--- src/rtl/sie_phase_sequencer.sv ---
// rtl/sie_phase_sequencer.sv - Schumann Ignition Event detector and phase sequencer
// Qualifies coherence, sequences ignition/plateau/propagation/decay/refractory, drives envelope and stats.
module sie_phase_sequencer #(
    parameter int WIDTH          = 18,
    parameter int FRAC           = 14,
    parameter int COH_HOLD       = 8,
    parameter int COH_TIMEOUT    = 1000,
    parameter int IGN_CYCLES     = 32,
    parameter int PLATEAU_CYCLES = 64,
    parameter int PROP_CYCLES    = 64,
    parameter int REFRACT_CYCLES = 200,
    parameter int ENV_STEP       = 512
) (
    input  logic                    clk,
    input  logic                    rst,
    input  logic                    clk_en,
    input  logic signed [WIDTH-1:0] kuramoto_R,
    input  logic signed [WIDTH-1:0] boundary_power,
    input  logic signed [WIDTH-1:0] coh_thresh,
    input  logic signed [WIDTH-1:0] ign_thresh,
    output logic [2:0]              sie_phase,
    output logic                    sie_active,
    output logic signed [WIDTH-1:0] sie_envelope,
    output logic [15:0]             phase_timer,
    output logic [7:0]              ignition_count
);

    typedef enum logic [2:0] {
        PH_BASE  = 3'd0,
        PH_COH   = 3'd1,
        PH_IGN   = 3'd2,
        PH_PLAT  = 3'd3,
        PH_PROP  = 3'd4,
        PH_DECAY = 3'd5,
        PH_REFR  = 3'd6,
        PH_BAD   = 3'd7
    } phase_t;

    localparam int HW = (COH_HOLD > 1) ? $clog2(COH_HOLD) : 1;
    localparam logic [HW-1:0]           HOLD_LAST = HW'(COH_HOLD - 1);
    localparam logic signed [WIDTH:0]   ONE_X     = (WIDTH+1)'(1 << FRAC);
    localparam logic signed [WIDTH:0]   STEP_X    = (WIDTH+1)'(ENV_STEP);
    localparam logic signed [WIDTH-1:0] COH_DEF   = WIDTH'(11469);
    localparam logic signed [WIDTH-1:0] IGN_DEF   = WIDTH'(8192);
    localparam logic [15:0] T_COH  = 16'(COH_TIMEOUT - 1);
    localparam logic [15:0] T_IGN  = 16'(IGN_CYCLES - 1);
    localparam logic [15:0] T_PLAT = 16'(PLATEAU_CYCLES - 1);
    localparam logic [15:0] T_PROP = 16'(PROP_CYCLES - 1);
    localparam logic [15:0] T_REFR = 16'(REFRACT_CYCLES - 1);

    phase_t                  phase_q, phase_n;
    logic [15:0]             timer_q, timer_n;
    logic [HW-1:0]           hold_q, hold_n;
    logic signed [WIDTH-1:0] env_q, env_n;
    logic [7:0]              cnt_q, cnt_n;

    logic signed [WIDTH-1:0] coh_eff, ign_eff;
    logic signed [WIDTH:0]   env_x, env_up, env_dn;
    logic                    r_ge_coh, bp_ge_ign;

    // A zero threshold means "use the default"; anything else, negative included, is taken literally.
    assign coh_eff   = (coh_thresh == '0) ? COH_DEF : coh_thresh;
    assign ign_eff   = (ign_thresh == '0) ? IGN_DEF : ign_thresh;
    assign r_ge_coh  = kuramoto_R >= coh_eff;
    assign bp_ge_ign = boundary_power >= ign_eff;
    assign env_x     = env_q;
    assign env_up    = env_x + STEP_X;
    assign env_dn    = env_x - STEP_X;

    always_comb begin
        phase_n = phase_q;
        hold_n  = hold_q;
        env_n   = env_q;
        cnt_n   = cnt_q;
        timer_n = timer_q;
        case (phase_q)
            PH_BASE: begin
                env_n = '0;
                if (r_ge_coh) begin
                    if (hold_q == HOLD_LAST) begin
                        phase_n = PH_COH;
                        hold_n  = '0;
                    end else begin
                        hold_n = hold_q + HW'(1);
                    end
                end else begin
                    hold_n = '0;
                end
            end
            PH_COH: begin
                env_n = '0;
                if (bp_ge_ign) begin
                    phase_n = PH_IGN;
                    if (cnt_q != 8'hFF) cnt_n = cnt_q + 8'd1;
                end else if (!r_ge_coh || timer_q == T_COH) begin
                    phase_n = PH_BASE;
                end
            end
            PH_IGN: begin
                env_n = (env_up > ONE_X) ? ONE_X[WIDTH-1:0] : env_up[WIDTH-1:0];
                if (timer_q == T_IGN) begin
                    phase_n = PH_PLAT;
                    env_n   = ONE_X[WIDTH-1:0];
                end
            end
            PH_PLAT: begin
                env_n = ONE_X[WIDTH-1:0];
                if (timer_q == T_PLAT) phase_n = PH_PROP;
            end
            PH_PROP: begin
                env_n = ONE_X[WIDTH-1:0];
                if (timer_q == T_PROP) phase_n = PH_DECAY;
            end
            PH_DECAY: begin
                if (env_dn <= 0) begin
                    env_n   = '0;
                    phase_n = PH_REFR;
                end else begin
                    env_n = env_dn[WIDTH-1:0];
                end
            end
            PH_REFR: begin
                env_n = '0;
                if (timer_q == T_REFR) begin
                    phase_n = PH_BASE;
                    hold_n  = '0;
                end
            end
            default: begin
                phase_n = PH_BASE;
                env_n   = '0;
                hold_n  = '0;
            end
        endcase
        if (phase_n != phase_q) timer_n = '0;
        else if (timer_q != 16'hFFFF) timer_n = timer_q + 16'd1;
    end

    always_ff @(posedge clk or posedge rst) begin
        if (rst) begin
            phase_q <= PH_BASE;
            timer_q <= '0;
            hold_q  <= '0;
            env_q   <= '0;
            cnt_q   <= '0;
        end else if (clk_en) begin
            phase_q <= phase_n;
            timer_q <= timer_n;
            hold_q  <= hold_n;
            env_q   <= env_n;
            cnt_q   <= cnt_n;
        end
    end

    assign sie_phase      = phase_q;
    assign sie_active     = (phase_q == PH_IGN) || (phase_q == PH_PLAT) || (phase_q == PH_PROP);
    assign sie_envelope   = env_q;
    assign phase_timer    = timer_q;
    assign ignition_count = cnt_q;

endmodule

--- config.mk ---
export PLATFORM = sky130hd
export DESIGN_NAME = sie_phase_sequencer
export DESIGN_NICKNAME = d
export VERILOG_FILES = /design/src/rtl/sie_phase_sequencer.sv
export SDC_FILE = /design/constraint.sdc
export NUM_CORES = 1
export LEC_CHECK = 0
export BUFFER_PORTS_ARGS = -buffer_cell sky130_fd_sc_hd__buf_2
export CAP_MARGIN = 20
export CORE_UTILIZATION = 29
export DETAILED_ROUTE_END_ITERATION = 12
export SLEW_MARGIN = 20
export SYNTH_ARGS = -nofsm -noshare
export SYNTH_HDL_FRONTEND = slang
export SYNTH_SLANG_ARGS = --single-unit
--- constraint.sdc ---
create_clock -name clk -period 3.9 [get_ports clk]
set_input_delay 0.195 -clock clk [delete_from_list [all_inputs] [get_ports clk]]
set_output_delay 0.195 -clock clk [all_outputs]
set_load 0.02 [all_outputs]
After elaboration in Yosys (flattened, before gate mapping)
Index checks and enable logic that the tools add are counted.
{"block": "totals", "reg_bits": 48, "in_bits": 75, "word_cells": 65}
{"block": "classes", "addsub": 5, "order_cmp": 4, "n_eq_ne": 15, "mux": 22, "bitwise": 1, "reduce_logical": 13}
{"cell": "$mux 18", "count": 5}
{"cell": "$pmux 18 s3", "count": 1}
{"cell": "$ge 18x18->1", "count": 2}
{"cell": "$logic_not 18->1", "count": 2}
{"cell": "$mux 3", "count": 12}
{"cell": "$mux 16", "count": 2}
{"cell": "$pmux 3 s7", "count": 1}
{"cell": "$add 18x11->19 const B", "count": 1}
{"cell": "$gt 19x16->1 const B", "count": 1}
{"cell": "$le 19x1->1 const B", "count": 1}
{"cell": "$sub 18x11->19 const B", "count": 1}
{"cell": "$add 16x1->16 const B", "count": 1}
{"cell": "$eq 16x10->1 const B", "count": 1}
{"cell": "$eq 16x5->1 const B", "count": 1}
{"cell": "$eq 16x6->1 const B", "count": 1}
{"cell": "$eq 16x8->1 const B", "count": 1}
{"cell": "$ne 16x16->1 const B", "count": 1}
{"cell": "$eq 3x3->1 const B", "count": 4}
{"cell": "$pmux 3 s3", "count": 1}
{"cell": "$add 8x1->8 const B", "count": 1}
{"cell": "$ne 8x8->1 const B", "count": 1}
{"cell": "$eq 3x2->1 const B", "count": 2}
{"cell": "$reduce_or 5->1", "count": 1}
{"cell": "$reduce_and 4->1", "count": 1}
{"cell": "12 further kinds", "count": 14}

Longest topological paths before layout
{"block": "depth", "ltp_word": 11, "mapped_depth": 14}

Worst setup path after synthesis
No wires, ideal clock.
{"block": "synth_path", "path_type": "input to register", "startpoint": "input port coh_thresh[2]", "endpoint": "register timer_q[3] (netlist: phase_timer[3])", "setup_ns": 0.104, "t_arrival_ns": 3.434, "required_time_ns": 3.796, "path_slack_ns": 0.362, "path_stages": 12, "path_buffers": 0, "path_cell_list": "or4_1 > nor4_1 > nor2_1 > ha_1 > a21oi_1 > o21a_1 > o21ai_1 > a221oi_2 > nor3_1 > nor4_4 > nand3_4 > o311ai_1"}
{"block": "synth_between", "elab_chain_cells": 11, "elab_cells_between_ends": 13}
{"item": "from (decl)", "line": "19", "source": "input logic signed [WIDTH-1:0] coh_thresh,"}
{"item": "$logic_not 18->1", "line": "62", "source": "assign coh_eff = (coh_thresh == '0) ? COH_DEF : coh_thresh;"}
{"item": "$mux 18 *", "line": "62"}
{"item": "$ge 18x18->1 *", "line": "64", "source": "assign r_ge_coh = kuramoto_R >= coh_eff;"}
{"item": "$logic_not 1->1", "line": "95", "source": "end else if (!r_ge_coh || timer_q == T_COH) begin"}
{"item": "$logic_or 1x1->1", "line": "95"}
{"item": "$mux 3", "line": "95"}
{"item": "$mux 3", "line": "92", "source": "if (bp_ge_ign) begin"}
{"item": "$pmux 3 s7 *", "line": "76", "source": "case (phase_q)"}
{"item": "$ne 3x3->1 *", "line": "135", "source": "if (phase_n != phase_q) timer_n = '0;"}
{"item": "$reduce_bool 2->1 (no source line)"}
{"item": "$reduce_and 2->1 (no source line)"}
{"item": "to (signal assigned)", "line": "148", "source": "timer_q <= timer_n;"}
{"item": "to (decl)", "line": "52", "source": "logic [15:0] timer_q, timer_n;"}
Mark *: on every way between the ends. The rest lies on a longest branch, timed or not.
A chain may end at the register's enable or synchronous reset.

Worst setup path after layout
{"block": "layout_path", "startpoint": "input port coh_thresh[2]", "endpoint": "register timer_q[1] (netlist: phase_timer[1])"}
The elaborated chain is that of the path after synthesis.

==> flow_summary.json <==
{
  "cts_tree": "built",
  "setup_viol_count_final": 0,
  "syn_to_final_growth_pct": 21.3,
  "seq_area_sq_um": 976,
  "min_period_over_period": 0.869,
  "hold_class": "in2async",
  "critPathLaunchType": "input pin",
  "root_buffer": "clkbuf_16",
  "synthFlopType": "dfrtp_1",
  "clk_latency_ns": 0.28,
  "first_global_vias": 3692,
  "routed_wl_um": 10200,
  "synth_edf_count": 0,
  "dp_hpwl_um": 7990,
  "worstPathMaxFanout": 11,
  "wl_per_cell_um": 13.7,
  "arrival_ns": 3.59,
  "post_cts_resize_count": 0,
  "synth_most_common_cell": "inv_1",
  "die_height_um": 116,
  "htree_num_levels": 2,
  "rr_worst_depth": 11,
  "cts.sinks": 39,
  "num_rows": 41,
  "hold_viol": 0,
  "fin_util": 0.362,
  "synth_cell_types": 72,
  "clk_pin_slew_ns": 0.06,
  "worstPathCellList": "buf_2 > or4_1 > nor4_1 > buf_4 > nor2_1 > ha_1 > a21oi_1 > o21ai_0 > a22o_1 > a221oi_2 > nor3_1 > nor4_4 > buf_4 > a21oi_1 > o2bb2ai_1",
  "max_stage_delay_ns": 0.53,
  "synth_seq_cells": 39,
  "p_per_area_nw_per_um2": 397,
  "syn-cell-area_sq_um": 3790,
  "synthTopCellsByArea": "dfrtp_1 26%, ha_1 14%, inv_1 4.7%",
  "grtUsageTotal": 0.154,
  "detail-route-antenna-nets": 0,
  "fin_worst_skew_ns": 0.00435,
  "vias_per_cell": 5.25,
  "yosysWarnings": 0,
  "crit_family": "simple AND/OR/NAND/NOR gates",
  "first_iter_violations": 238,
  "cp-end-kind": "register",
  "slew_headroom": 0.612,
  "peakVddDrop_v": 0.000224,
  "grt_antenna_before_repair": 0,
  "cts_buffer_depth": 2,
  "fin_crit_ns": 3.39,
  "synth.largest_area_cell": "dfrtp_1",
  "cts_made_buffers": 5,
  "status": "completed",
  "achievable-frequency_mhz": 295,
  "grt_overflow": 0,
  "drtPass1Iterations": 4,
  "drc": 0,
  "dieArea_sq_um": 13500,
  "synth_common_cells": "47 x inv_1, 43 x ha_1, 43 x nand2_1",
  "finalNetCount": 693,
  "worst_pin_slew_ns": 0.583,
  "grt_max_degree": 40,
  "post_cts_buffers": 0,
  "synth_seq_area_share": 0.258,
  "synth_top_area_frac": 0.258,
  "critPathBufInv": 3,
  "postCtsHoldBufs": 0,
  "num_io_pins": 121,
  "p_leak_nw": 2.27,
  "rsz0062_at_grt": "false",
  "vias": 3924,
  "fin_setup_tns_ns": 0,
  "synthArstFlopShare": 1.00,
  "slowest_stage": "or4_1",
  "multi_input_area_sq_um": 2490,
  "gp_congestion": 0.915,
  "drv_cap": 0,
  "cp.required_ns": 4.10,
  "path_class": "in2reg",
  "syn_avg_cell_area_sq_um": 7.97,
  "path_depth": 15,
  "syn_inst": 475,
  "die_x_um": 116,
  "grt_pass1_wl_um": 16900,
  "n_fill_cell": 1350,
  "port_buffers": 111,
  "core_area_sq_um": 12700,
  "drv_slew": 0,
  "layout-drive-gt1-share": 0.245,
  "diodes": 0,
  "initial_core_util": 0.299
}
==> layout by cell type (no fill, tap or decap), drive strengths merged, types with 5 or more instances in the layout <==
master and n:
or3 5, nand2 43, and3 10, dfrtp 39, nand2b 6, buf 115, ha 43, o311ai 5
inv 48, nor2 37, o211ai 6, a22o 6, nor3b 7, nor3 12, conb 9, a21oi 30
nand3 18, nand4 11, o31ai 6, clkbuf 6, o21ai 26, a31oi 6, and4 5, xnor2 7
nor4 12
==> cells by family (layout without fill, tap and decap cells) <==
group	Yosys count	count (layout)	synth area share
other	1	9	0.000990
XOR/XNOR	11	11	0.0254
AND/OR/NAND/NOR	183	183	0.261
adder cells (fa/ha/maj)	43	43	0.142
AO/OA/AOI/OAI	117	117	0.212
buffers and inverters	78	170	0.0928
flip-flops	39	39	0.258
multiplexers	3	3	0.00826
==> tightest hold or removal path, delay by kind of cell <==
kind     cells  cell delay [ns]
buf+inv      3             0.57
==> through the flow <==
step	area, sq um	worst slack (ns)	instances	power, W	hold slack [ns]
5_1_grt	4590	0.207	747	0.00197	0.0979
3_3_place_gp	4450	0.310	740	0.00140	0.350
6_report	4590	0.511	747	0.00182	0.0416
4_1_cts	4590	0.517	747	0.00184	0.0672
2_1_floorplan	3820	0.362	483	0.00118	0.400
3_5_place_dp	4450	0.231	740	0.00142	0.365
==> area by class of cell <==
cell class                 count  area share
sequential                    39       0.212
timing repair buffer         115       0.127
tap                          172      0.0469
multi-input combinational    366       0.542
clock inverter                 1     0.00109
inverter                      48      0.0398
clock buffer                   6      0.0302
==> per-layer routing <==
layer  wire length [um]  GRT usage
met3                647     0.0223
met5                  0          0
met1               4750      0.205
met2               4680      0.262
met4                138     0.0368
==> flip-flops by register name (all words and copies together), names as in the netlist <==
register and count:
phase_timer 16, ignition_count 8, sie_phase 3, sie_envelope 9
hold_q 3
==> report_power, final <==
part | internal (W) | total [W] | switching [W]
registers | 0.000478 | 0.000630 | 0.000151
clock network | 0.000250 | 0.000411 | 0.000161
logic | 0.000317 | 0.000785 | 0.000467
==> worst paths after layout <==
check	slack [ns]	from	end
max reg2reg	0.69	sie_envelope[9]	phase_timer[1]
max in group asynchronous	3.50	rst	sie_envelope[16]
min in group clk	0.46	clk_en	sie_phase[1]
max	0.51	coh_thresh[2]	phase_timer[1]
min reg2reg	0.50	ignition_count[7]	ignition_count[7]
min	0.04	rst	sie_envelope[12]
Power figures use the tool's default switching activity.
